===== src/rtl/ram_arbitro_pkg.sv =====
// Shared types and default widths for the two-master RAM arbiter.
package ram_arbitro_pkg;

    localparam int unsigned DEF_DATA_W = 32;
    localparam int unsigned DEF_ADDR_W = 5;

    typedef enum logic [1:0] {
        IDLE   = 2'd0,
        ACCESS = 2'd1,
        DONE   = 2'd2
    } state_t;

    typedef logic req_id_t;

endpackage


===== src/rtl/ram_arbitro_rr_arbiter2.sv =====
// Two-requester arbiter: picks one of req0/req1 given the last granted master.
// Build option: RAM_ARB_FIXED_PRIO_EN makes master 0 win every tie.
module rr_arbiter2
    import ram_arbitro_pkg::*;
(
    input  logic    req0,
    input  logic    req1,
    input  req_id_t last,
    output logic    gnt0_c,
    output logic    gnt1_c
);

`ifdef RAM_ARB_FIXED_PRIO_EN
    logic unused_last;
    assign unused_last = last;

    always_comb begin
        gnt0_c = 1'b0;
        gnt1_c = 1'b0;
        if (req0) begin
            gnt0_c = 1'b1;
        end else if (req1) begin
            gnt1_c = 1'b1;
        end
    end
`else
    // On a tie, grant the master that was not served last.
    always_comb begin
        gnt0_c = 1'b0;
        gnt1_c = 1'b0;
        if (req0 && req1) begin
            if (last == 1'b1) begin
                gnt0_c = 1'b1;
            end else begin
                gnt1_c = 1'b1;
            end
        end else if (req0) begin
            gnt0_c = 1'b1;
        end else if (req1) begin
            gnt1_c = 1'b1;
        end
    end
`endif

endmodule


===== src/rtl/ram_arbitro.sv =====
// Two-master sequencer in front of a single-port RAM: one access per two cycles, registered RAM port.
// Build option: RAM_ARB_FIXED_PRIO_EN (fixed priority to master 0, handled in rr_arbiter2).
module ram_arbitro
    import ram_arbitro_pkg::*;
#(
    parameter int unsigned DATA_W = DEF_DATA_W,
    parameter int unsigned ADDR_W = DEF_ADDR_W
) (
    input  logic              clk,
    input  logic              rst,
    input  logic              req0,
    input  logic              req1,
    input  logic              we0,
    input  logic              we1,
    input  logic [ADDR_W-1:0] dir0,
    input  logic [ADDR_W-1:0] dir1,
    input  logic [DATA_W-1:0] datoin0,
    input  logic [DATA_W-1:0] datoin1,
    output logic              gnt0,
    output logic              gnt1,
    output logic              valid0,
    output logic              valid1,
    output logic [DATA_W-1:0] datoout0,
    output logic [DATA_W-1:0] datoout1,
    output logic [ADDR_W-1:0] ram_dir,
    output logic [DATA_W-1:0] ram_datoin,
    output logic              ram_we,
    input  logic [DATA_W-1:0] ram_datoout,
    output logic              busy
);

    state_t            state, state_n;
    req_id_t           cur_id, cur_id_n;
    req_id_t           last, last_n;
    logic              arb_g0_c, arb_g1_c;
    logic              gnt0_n, gnt1_n, valid0_n, valid1_n, ram_we_n, busy_n;
    logic [ADDR_W-1:0] ram_dir_n;
    logic [DATA_W-1:0] ram_datoin_n, datoout0_n, datoout1_n;

    rr_arbiter2 u_arb (
        .req0   (req0),
        .req1   (req1),
        .last   (last),
        .gnt0_c (arb_g0_c),
        .gnt1_c (arb_g1_c)
    );

    // Next state and next register values; every output is a flop loaded here.
    always_comb begin
        state_n      = state;
        cur_id_n     = cur_id;
        last_n       = last;
        gnt0_n       = 1'b0;
        gnt1_n       = 1'b0;
        valid0_n     = 1'b0;
        valid1_n     = 1'b0;
        ram_we_n     = 1'b0;
        ram_dir_n    = ram_dir;
        ram_datoin_n = ram_datoin;
        datoout0_n   = datoout0;
        datoout1_n   = datoout1;

        case (state)
            IDLE, DONE: begin
                state_n = IDLE;
                if (arb_g0_c || arb_g1_c) begin
                    state_n      = ACCESS;
                    cur_id_n     = req_id_t'(arb_g1_c);
                    last_n       = req_id_t'(arb_g1_c);
                    gnt0_n       = arb_g0_c;
                    gnt1_n       = arb_g1_c;
                    ram_we_n     = arb_g1_c ? we1 : we0;
                    ram_dir_n    = arb_g1_c ? dir1 : dir0;
                    ram_datoin_n = arb_g1_c ? datoin1 : datoin0;
                end
            end
            ACCESS: begin
                state_n  = DONE;
                valid0_n = (cur_id == 1'b0);
                valid1_n = (cur_id == 1'b1);
                // RAM read is combinational on the registered address: capture it now.
                if (!ram_we) begin
                    if (cur_id == 1'b1) begin
                        datoout1_n = ram_datoout;
                    end else begin
                        datoout0_n = ram_datoout;
                    end
                end
            end
            default: state_n = IDLE;
        endcase

        busy_n = (state_n != IDLE);
    end

    always_ff @(posedge clk or posedge rst) begin
        if (rst) begin
            state      <= IDLE;
            cur_id     <= 1'b0;
            last       <= 1'b1;
            gnt0       <= 1'b0;
            gnt1       <= 1'b0;
            valid0     <= 1'b0;
            valid1     <= 1'b0;
            ram_we     <= 1'b0;
            ram_dir    <= '0;
            ram_datoin <= '0;
            datoout0   <= '0;
            datoout1   <= '0;
            busy       <= 1'b0;
        end else begin
            state      <= state_n;
            cur_id     <= cur_id_n;
            last       <= last_n;
            gnt0       <= gnt0_n;
            gnt1       <= gnt1_n;
            valid0     <= valid0_n;
            valid1     <= valid1_n;
            ram_we     <= ram_we_n;
            ram_dir    <= ram_dir_n;
            ram_datoin <= ram_datoin_n;
            datoout0   <= datoout0_n;
            datoout1   <= datoout1_n;
            busy       <= busy_n;
        end
    end

endmodule


===== config.mk =====
export PLATFORM = sky130hd
export DESIGN_NAME = ram_arbitro
export DESIGN_NICKNAME = d
export VERILOG_FILES = /design/src/rtl/ram_arbitro_pkg.sv /design/src/rtl/ram_arbitro_rr_arbiter2.sv /design/src/rtl/ram_arbitro.sv
export SDC_FILE = /design/constraint.sdc
export NUM_CORES = 1
export LEC_CHECK = 0
export CAP_MARGIN = 20
export CORE_ASPECT_RATIO = 0.5
export CORE_UTILIZATION = 25
export DETAILED_ROUTE_END_ITERATION = 8
export DONT_BUFFER_PORTS = 1
export REMOVE_ABC_BUFFERS = 1
export SYNTH_ARGS = -nofsm -noshare
export SYNTH_HDL_FRONTEND = slang
export SYNTH_SLANG_ARGS = --single-unit

===== constraint.sdc =====
create_clock -name clk -period 6.8 [get_ports clk]
set_input_delay 1.02 -clock clk [delete_from_list [all_inputs] [get_ports clk]]
set_output_delay 1.02 -clock clk [all_outputs]
set_load 0.005 [all_outputs]

After elaboration in Yosys (flattened, before gate mapping)
Cells that the tools add are included.
Cells by class
  muxes and demuxes: 20
  bitwise gates (word level): 2
  reduce and logical (&&, ||, !) cells: 8
  eq/ne operators: 2
Operators by type and width (count)
  $mux W32: 1
  $mux W1: 17
  $reduce_and A3 Y1: 2
  $mux W5: 1
  $pmux W2 S2: 1
  $eq A2 B1 Y1 const B: 1
  $eq A2 B2 Y1 const B: 1
  $logic_not A2 Y1: 1
  $not A1 Y1: 2
  $reduce_and A2 Y1: 1
  $reduce_bool A2 Y1: 1
  $reduce_or A2 Y1: 1
  $logic_and A1 B1 Y1: 1
  $logic_or A1 B1 Y1: 1
Storage, ports and cells
  word-level logic and storage cells: 45
  flip-flop bits (word level): 111
  output and inout port bits: 107

Depth between registers and ports, before layout
  depth in word-level cells: 7
  gate-level depth with buffers: 6
  depth with buffers taken out: 4

By module
A second synthesis with hierarchy kept.
Unflattened totals
  cell total of the unflattened synthesis: 371
  area total of the unflattened synthesis: 4618.2 µm²
By module, submodules not included
  ram_arbitro: area an instance 4599.4 µm², cells an instance 368, instances 1
  rr_arbiter2: area an instance 18.8 µm², cells an instance 3, instances 1

Worst setup path after synthesis
OpenSTA, ideal clock, no wires.
  path type: input to register
  from: input port req1
  to: register ram_datoin[0]
  arrival time: 1.776 ns
  data required time: 6.678 ns
  stages on the path: 6
  slack: 4.901 ns
  cells stage by stage: o21bai_1 inv_1 buf_2 buf_2 nor2_1 a21oi_1
On the way
  cells in the longest elaborated chain, start to end: 5
RTL lines
  from (decl): line ram_arbitro.sv:12  | input logic req1,
  $mux W1: line ram_arbitro_rr_arbiter2.sv:39  | end else if (req1) begin
  $mux W1: line ram_arbitro_rr_arbiter2.sv:37  | end else if (req0) begin
  $mux W1: line ram_arbitro_rr_arbiter2.sv:31  | if (req0 && req1) begin
  $logic_or A1 B1 Y1: line ram_arbitro.sv:66  | if (arb_g0_c || arb_g1_c) begin
  $reduce_and A2 Y1 (no source line)
  to (signal assigned): line ram_arbitro.sv:121  | ram_datoin <= ram_datoin_n;
  to (decl): line ram_arbitro.sv:26  | output logic [DATA_W-1:0] ram_datoin,
Parallel ways exist; a longest one is shown, timed or not.
A chain may end at the register's enable or synchronous reset.

Worst setup path after layout
  from: input port req1
  to: register ram_datoin[30]
Same word-level chain as after synthesis.

==> results.py <==
metrics = {
    "placed_design": {
        "place_inst": 584,
        "portBuffers": 0,
        "place_area_sq_um": 4780,
        "hpwlAfterDp_um": 6950,
        "dp_slack_ps": 4320,
        "routabilityCongestion": 0.718,
    },
    "floorplan": {
        "ios": 219,
        "num_rows": 34,
        "initial_core_util": 0.259,
        "die_w_um": 193,
        "die_y_um": 97.6,
        "core-area_sq_um": 17600,
        "die-area_sq_um": 18800,
    },
    "sta": {
        "finalClockSkew_ps": 7.90,
        "finalSetupViolCount": 0,
        "rsz0062_at_grt": "no",
        "fin_tns_setup_ps": 0,
        "max_freq_mhz": 469,
        "finalCritPeriodShare": 0.314,
        "drv_slew": 0,
        "fin_crit_ps": 2130,
        "finalHoldViolations": 0,
        "slew-limit-headroom": 0.293,
        "fin_ws_ps": 4670,
        "worst_pin_slew_ps": 1060,
    },
    "cts": {
        "clk_latency_ps": 350,
        "cts_root_buffer": "clkbuf_16",
        "cts_max_path_buffers": 2,
        "path_clk_slew_ps": 80,
        "cts_max_level": 3,
        "holdBufCountCts": 0,
        "post_cts_buffers": 0,
        "cts-resized-gates": 0,
        "numCtsBuffers": 9,
        "cts_tree": "built",
        "clock_sinks": 111,
    },
    "finish": {
        "diodes": 0,
        "fin_nets": 474,
        "regArea_sq_um": 2780,
        "area_growth_pct": 11.6,
        "n_fill_cell": 1824,
        "final_area_sq_um": 5100,
        "drive_gt1_frac": 0.199,
        "multi_input_area_sq_um": 1630,
        "fin_cells": 601,
    },
    "synth": {
        "synth.avg_cell_area_sq_um": 12.4,
        "synth_most_common_cell": "dfrtp_1",
        "synthCells": 368,
        "synth_edf_count": 0,
        "synthArstFlopShare": 1.00,
        "ys_seq_area_frac": 0.609,
        "synthTopCellsByArea": "dfrtp_1, mux2_4, a21oi_1",
        "ys_ff_latch": 111,
        "synth_flop_cell": "dfrtp_1",
        "synth.distinct_cells": 24,
        "yosys.area.top_type": "dfrtp_1",
        "yosys_warnings": 0,
        "synthTopCellsByCount": "dfrtp_1, a21oi_1, nand2_1, nor2_1, mux2_4",
        "netlist_area_sq_um": 4570,
        "synth_top_area_frac": 0.603,
    },
    "hold_path": {
        "min_path_type": "in -> async",
    },
    "setup_path": {
        "start_kind": "input pin",
        "cp-end-kind": "flip-flop",
        "criticalPathCategory": "in -> reg",
        "critPathSlowestCell": "buf_4",
        "required_ps": 7030,
        "cp.buffers_inverters": 3,
        "cp_top_family": "buffers and inverters",
        "crit_fanout": 41,
        "max_stage_delay_ps": 410,
        "cp.arrival_ps": 2360,
        "worstPathCellList": "o21bai_4 > buf_4 > inv_1 > buf_16 > nor2_1 > a21oi_1",
    },
    "flow_run": {
        "drv_cap": 0,
    },
    "power": {
        "leakage_uw": 0.00220,
        "peakVddDrop_uv": 108,
        "power_uw": 2040,
        "power_density_nw_per_um2": 400,
    },
    "detailed_routing": {
        "drt_pass1_iterations": 6,
        "drtIter0Drc": 64,
        "avgViaCountPerCell": 4.52,
        "drc": 7,
        "wirelength_um": 10200,
        "drtAntennaViolNets": 0,
        "route.vias.total": 2718,
        "drt-wirelength-per-cell_um": 16.9,
    },
    "status": {
        "outcome": "finished, violations left",
        "violations": "design-rule violations",
    },
    "global_routing": {
        "antenna_found_initial": 0,
        "grt_pass1_wl_um": 15600,
        "overflow": 0,
        "grt.total_usage": 0.108,
        "first_global_vias": 2851,
        "grt_max_degree": 85,
    },
}
## flip-flops by register name, indices dropped and copies added (netlist names), 2 cells and up
name	cells
datoout0	32
datoout1	32
state	2
ram_dir	5
ram_datoin	32
## cell type report
cell class,count,area share
timing repair buffer,6,0.0167
sequential,111,0.545
clock buffer,11,0.0496
inverter,4,0.00344
tap,234,0.0574
multi-input combinational,230,0.320
clock inverter,5,0.00785
## routing by layer
metal  GRT usage  wire length (um)
met5           0                 0
met4      0.0391               201
met3      0.0376               542
met2       0.194              5540
met1       0.117              3900
## where the power goes
group	internal [uW]	total (uW)	switching (uW)
Sequential	912	1120	210
Clock	272	521	248
Combinational	241	396	156
Total	1430	2040	614
## worst register-to-register path: cells and delay by family (launching register included)
kind            cells  cell delay [ps]
simple gates        1              110
compound gates      2              210
buf+inv             3             1070
flops               1              430
## layout by cell type (no fill, tap or decap), types with 2 or more instances in the layout
cell         n
a21oi_1     76
buf_16       2
buf_4        4
clkbuf_16    9
clkbuf_8     2
clkinv_4     2
dfrtp_1    110
inv_1        3
inv_6        2
mux2_1      21
mux2_2      13
mux2_4      30
nand2_1     40
nand2b_1     2
nor2_1      39
## worst paths after layout
check,startpoint,end,slack (ps),depth (start not counted)
max,req1,ram_datoin[30]$_DFFE_PP0P_,4670,6
max reg2reg,state[0]$_DFF_PP0_,ram_datoin[30]$_DFFE_PP0P_,4860,6
max in group asynchronous,rst,last$_DFFE_PP1P_,5340,3
min in group clk,datoout0[12]$_DFFE_PP0P_,datoout0[12]$_DFFE_PP0P_,520,1
min reg2reg,datoout0[12]$_DFFE_PP0P_,datoout0[12]$_DFFE_PP0P_,520,1
min,rst,ram_datoin[19]$_DFFE_PP0P_,510,1
## per-stage QoR
stage          utilization  hold slack (ps)
2_1_floorplan            -              471
3_3_place_gp         0.270              502
3_5_place_dp         0.271              507
4_1_cts              0.288              517
5_1_grt              0.289              525
6_report             0.289              513
## cell families (layout without fill, tap and decap cells)
kind of cell,count (synthesis),in the layout,synth area share
mux,64,64,0.183
buf+inv,27,26,0.0392
simple gates,85,85,0.0776
compound gates,81,81,0.0921
flops,111,111,0.609
Power figures use the tool's default switching activity.
